$ cat src/rtl/video_timing_gen.sv
`default_nettype none
// ============================================================================
// Module   : video_timing_gen
// Purpose  : Parametrised raster timing generator. Produces pixel-clock
//            enable, h/v counters, sync, display-enable, vblank, line/frame
//            strobes, a scanline-compare pulse and a completed-frame counter.
// Revision : 1.0  initial parametrised release
// ============================================================================
module video_timing_gen #(
    parameter int H_ACTIVE  = 640,
    parameter int H_FP      = 16,
    parameter int H_SYNC    = 96,
    parameter int H_BP      = 48,
    parameter int V_ACTIVE  = 480,
    parameter int V_FP      = 10,
    parameter int V_SYNC    = 2,
    parameter int V_BP      = 33,
    parameter bit HSYNC_POL = 1'b0,
    parameter bit VSYNC_POL = 1'b0,
    parameter int CLK_DIV   = 2,
    parameter int CNT_W     = 10,
    parameter int FRAME_W   = 8
) (
    input  logic               clk,
    input  logic               reset,
    input  logic               enable_i,
    input  logic [CNT_W-1:0]   line_cmp_i,
    output logic               hsync_o,
    output logic               vsync_o,
    output logic               display_on_o,
    output logic [CNT_W-1:0]   hpos_o,
    output logic [CNT_W-1:0]   vpos_o,
    output logic               pix_en_o,
    output logic               line_start_o,
    output logic               frame_start_o,
    output logic               vblank_o,
    output logic               line_irq_o,
    output logic [FRAME_W-1:0] frame_count_o
);

    localparam int H_TOTAL    = H_ACTIVE + H_FP + H_SYNC + H_BP;
    localparam int V_TOTAL    = V_ACTIVE + V_FP + V_SYNC + V_BP;
    localparam int H_SYNC_BEG = H_ACTIVE + H_FP;
    localparam int H_SYNC_END = H_ACTIVE + H_FP + H_SYNC;
    localparam int V_SYNC_BEG = V_ACTIVE + V_FP;
    localparam int V_SYNC_END = V_ACTIVE + V_FP + V_SYNC;
    localparam int DIV_W      = (CLK_DIV > 1) ? $clog2(CLK_DIV) : 1;
    localparam logic [DIV_W-1:0] DIV_LAST = DIV_W'(CLK_DIV - 1);

    logic [DIV_W-1:0]   div_cnt_q, div_cnt_d;
    logic [CNT_W-1:0]   hpos_q, hpos_d;
    logic [CNT_W-1:0]   vpos_q, vpos_d;
    logic [FRAME_W-1:0] frame_q, frame_d;
    logic               hsync_q, vsync_q, display_on_q, vblank_q;
    logic               line_start_q, frame_start_q, line_irq_q;
    logic               pix_en;
    logic               h_wrap, v_wrap;
    logic               hs_act, vs_act;

    // Next-state counters: divider runs while enabled, raster advances on pix_en
    always_comb begin
        pix_en    = enable_i && (div_cnt_q == DIV_LAST);
        h_wrap    = (int'(hpos_q) == H_TOTAL - 1);
        v_wrap    = (int'(vpos_q) == V_TOTAL - 1);
        div_cnt_d = div_cnt_q;
        hpos_d    = hpos_q;
        vpos_d    = vpos_q;
        frame_d   = frame_q;
        if (enable_i) begin
            div_cnt_d = (div_cnt_q == DIV_LAST) ? '0 : div_cnt_q + DIV_W'(1);
        end
        if (pix_en) begin
            if (h_wrap) begin
                hpos_d = '0;
                if (v_wrap) begin
                    vpos_d  = '0;
                    frame_d = frame_q + FRAME_W'(1);
                end else begin
                    vpos_d = vpos_q + CNT_W'(1);
                end
            end else begin
                hpos_d = hpos_q + CNT_W'(1);
            end
        end
    end

    // Sync windows decoded from the next counter values so outputs never lag hpos/vpos
    always_comb begin
        hs_act = (int'(hpos_d) >= H_SYNC_BEG) && (int'(hpos_d) < H_SYNC_END);
        vs_act = (int'(vpos_d) >= V_SYNC_BEG) && (int'(vpos_d) < V_SYNC_END);
    end

    // State and registered outputs; strobes are single-cycle and only follow a real wrap
    always_ff @(posedge clk) begin
        if (reset) begin
            div_cnt_q     <= '0;
            hpos_q        <= '0;
            vpos_q        <= '0;
            frame_q       <= '0;
            hsync_q       <= ~HSYNC_POL;
            vsync_q       <= ~VSYNC_POL;
            display_on_q  <= 1'b1;
            vblank_q      <= 1'b0;
            line_start_q  <= 1'b0;
            frame_start_q <= 1'b0;
            line_irq_q    <= 1'b0;
        end else begin
            div_cnt_q     <= div_cnt_d;
            hpos_q        <= hpos_d;
            vpos_q        <= vpos_d;
            frame_q       <= frame_d;
            hsync_q       <= hs_act ? HSYNC_POL : ~HSYNC_POL;
            vsync_q       <= vs_act ? VSYNC_POL : ~VSYNC_POL;
            display_on_q  <= (int'(hpos_d) < H_ACTIVE) && (int'(vpos_d) < V_ACTIVE);
            vblank_q      <= (int'(vpos_d) >= V_ACTIVE);
            line_start_q  <= pix_en && h_wrap;
            frame_start_q <= pix_en && h_wrap && v_wrap;
            line_irq_q    <= pix_en && h_wrap && (vpos_d == line_cmp_i);
        end
    end

    assign pix_en_o      = pix_en;
    assign hpos_o        = hpos_q;
    assign vpos_o        = vpos_q;
    assign frame_count_o = frame_q;
    assign hsync_o       = hsync_q;
    assign vsync_o       = vsync_q;
    assign display_on_o  = display_on_q;
    assign vblank_o      = vblank_q;
    assign line_start_o  = line_start_q;
    assign frame_start_o = frame_start_q;
    assign line_irq_o    = line_irq_q;

endmodule
`default_nettype wire

$ cat config.mk
export PLATFORM = sky130hd
export DESIGN_NAME = video_timing_gen
export DESIGN_NICKNAME = d
export VERILOG_FILES = /design/src/rtl/video_timing_gen.sv
export SDC_FILE = /design/constraint.sdc
export NUM_CORES = 1
export LEC_CHECK = 0
export BUFFER_PORTS_ARGS = -buffer_cell sky130_fd_sc_hd__buf_2
export CAP_MARGIN = 20
export CORE_ASPECT_RATIO = 1.4
export CORE_MARGIN = 2
export CORE_UTILIZATION = 48
export DETAILED_ROUTE_END_ITERATION = 10
export PLACE_DENSITY = 0.75
export SLEW_MARGIN = 20
export SYNTH_ARGS = -nofsm -noshare
export SYNTH_HDL_FRONTEND = slang
export SYNTH_SLANG_ARGS = --single-unit
$ cat constraint.sdc
create_clock -name clk -period 2.4 [get_ports clk]
set_clock_uncertainty 0.2 [all_clocks]
set_input_delay 0.48 -clock clk [delete_from_list [all_inputs] [get_ports clk]]
set_output_delay 0.48 -clock clk [all_outputs]
set_load 0.05 [all_outputs]
==> metrics.md <==
| Metric | Value |
|---|---|
| Status | complete, no violations |
| Post-synth ARST share | 0 |
| First-pass GRT wire length | 8763 um |
| Worst-path clk slew | 80 ps |
| Clk sinks | 36 |
| Synth unique cells | 44 |
| Final Critical Period | 2314 ps |
| I/O pin count | 49 |
| WL final | 5373 um |
| Layout area overhead | 32.55% |
| Die height | 79.84 um |
| Post-cts hold buffer count | 0 |
| Tot GR Track Use | 0.2507 |
| Largest net degree at the start of global routing | 23 |
| Vias per cell | 5.692 |
| Starting Density | 0.4989 |
| Initial antenna violation count | 0 |
| CTS tree | built |
| Ranking of synthesized cells by area | dfxtp_1 37%, xor2_1 6.7%, xnor2_1 6.2% |
| CP arrival | 2340 ps |
| Routed WL per cell | 15.18 um |
| 1st-pass router iterations | 4 |
| DR iter-0 viols | 78 |
| # DRC | 0 |
| MaxCap Viol Count | 0 |
| Row count | 27 |
| Tightest Pin Transition | 455.0 ps |
| Synthesized cell area | 0.001972 mm2 |
| PwrDens | 439.4 mW/mm2 |
| Mapped Nets | 251 |
| Final worst path period share | 0.9640 |
| Die Width | 58.17 um |
| Clk Latency, worst-skew pair | 300 ps |
| Mapped Cells | 234 |
| Dpl cells | 344 |
| ANT nets after route | 0 |
| Leakage power | 1.159 nW |
| Core ar. | 0.003953 mm2 |
| Final slew viol count | 0 |
| Post-synth top area share | 0.3655 |
| Crit path capture type | flip-flop |
| Non-Filler Instances | 354 |
| Synthesized flop and latch total | 36 |
| Cts bufs inserted | 5 |
| Die ar. | 0.004644 mm2 |
| Hold Fails Final Rpt | 0 |
| Vias in the first global route | 1875 |
| CP max FO | 8 |
| Slew margin rel. | 0.6967 |
| Syn_area_per_cell | 8.427 um2 |
| Crit Path Class | reg -> reg |
| RSZ-0062 raised after global routing | yes |
| # fillers | 349 |
| Critical Path, Cell by Cell | ha_4 -> and4_4 -> and4_4 -> nand4_1 -> xnor2_1 -> o22ai_1 -> a2111o_1 -> nor3_2 |
| Delay of the slowest critical-path stage | 360 ps |
| Leading cell types in the layout, fill and taps excluded | 48 x buf_2, 33 x buf_4, 24 x nor2_1 |
| Req. time, crit path | 2430 ps |
| Via count | 2015 |
| Worst Setup Start Kind | flip-flop |
| Ant. Diodes | 0 |
| Max Root-Sink Buffers | 2 |
| Peak VDD IR | 531.0 uV |
| Commonest non-fill, non-tap cell in the layout | buf_2 |
| CP max-delay cell | dfxtp_4 |
| Crit-path most repeated cell | and4_4 |
| Setup Viol. Count Final | 0 |
| Final #Nets | 327 |
| Grt total ovfl | 0 |
| Placer Congestion | 0.8956 |
| H-tree lvl count | 2 |
| Power Total | 1.149 mW |
| IO buf count | 48 |
| Synth warnings | 0 |
| Sequential element share of the synthesized area | 0.3655 |
| Placed cell area | 0.002486 mm2 |
| Worst hold path class | in -> reg |
| Max frequency | 432.2 MHz |
| Layout cells sized above 1 | 0.3730 |
| Final Util | 0.6613 |
| HPWL Detailed | 4100 um |
| Top FF cell, synth | dfxtp_1 |
| Cell area after layout | 0.002614 mm2 |
| Synth area leader | dfxtp_1 |
| Clock root cell | clkbuf_8 |
| EDFF count, synth | 0 |
==> through the flow <==
stage	hold WS [ps]	setup TNS, ps	setup WS [ps]
after global routing	271.5	-30.93	-30.93
after global placement	268.7	-203.4	-92.70
after floorplan	288.3	-12.41	-12.41
after CTS	247.2	0	50.77
final	244.0	0	86.30
after detailed placement	282.9	-380.3	-136.5
==> worst paths after layout <==
kind | slack (ps) | startpoint | endpoint | depth (start not counted)
worst max-delay path | 90 | hpos_o[1] | line_irq_o | 8
worst min-delay path | 240 | enable_i | div_cnt_q | 3
worst max register to register | 90 | hpos_o[1] | line_irq_o | 8
worst min register to register | 300 | frame_count_o[7] | frame_count_o[7] | 2
==> what timing repair did <==
item	CTS	global route
gates cloned	0	0
pin swaps	1	3
hold endpoints to repair	0	0
buffers inserted	0	2
setup endpoints to repair	4	6
gates resized for setup	2	5
==> layout make-up <==
cell class / instances / area (um2) / share of cell area
sequential: 36 / 747.0 / 0.2858
tap: 43 / 53.80 / 0.02058
clock inverter: 3 / 21.27 / 0.008138
inverter: 4 / 15.01 / 0.005744
multi-input combinational: 182 / 1220 / 0.4667
timing repair buffer: 81 / 488.0 / 0.1867
clock buffer: 5 / 68.82 / 0.02633
==> routing by layer <==
| metal | wire length, um | vias up | track usage |
|---|---|---|---|
| met2 | 2774 | 81 | 0.4432 |
| met5 | 0 | - | 0 |
| met4 | 190 | 0 | 0.1279 |
| li1 | - | 989 | - |
| met1 | 2109 | 929 | 0.2733 |
| met3 | 298 | 16 | 0.05673 |
==> registers in the layout, summed over array words and instances, names as in the netlist <==
name,cells
hpos_o,10
vpos_o,10
frame_count_o,8
display_on_o,1
div_cnt_q,1
frame_start_o,1
hsync_o,1
line_irq_o,1
line_start_o,1
vblank_o,1
vsync_o,1
==> cell families after synthesis <==
family          Yosys count  synth area share
simple gates            115            0.3217
flops                    36            0.3655
compound gates           33            0.1098
xor+xnor                 29            0.1288
buf+inv                  16           0.03744
fa+ha+maj                 4           0.02538
mux                       1           0.01142
==> Yosys cell counts (5+ instances only) <==
library cell  count
nor3_1           11
xnor2_1          14
and4_1            5
nand3_1          15
o21ai_0           7
a21oi_1          10
nand4_1           6
nand2_1          20
xor2_1           15
dfxtp_1          36
and3_1            6
nor2_1           25
clkbuf_1          7
==> critical path, delay by kind of cell (launching register included) <==
family | cells | cell delay, ps
AOI/OAI and AO/OA | 2 | 420
xor gates and xnor gates | 1 | 220
adders and majority gates | 1 | 130
DFF | 1 | 360
and+or+nand+nor | 4 | 910
==> power breakdown <==
group	internal, mW	switching (mW)	total, mW
clock	0.206	0.245	0.451
combinational	0.0373	0.0559	0.0931
sequential	0.598	0.00615	0.605
Power figures use the tool's default switching activity.
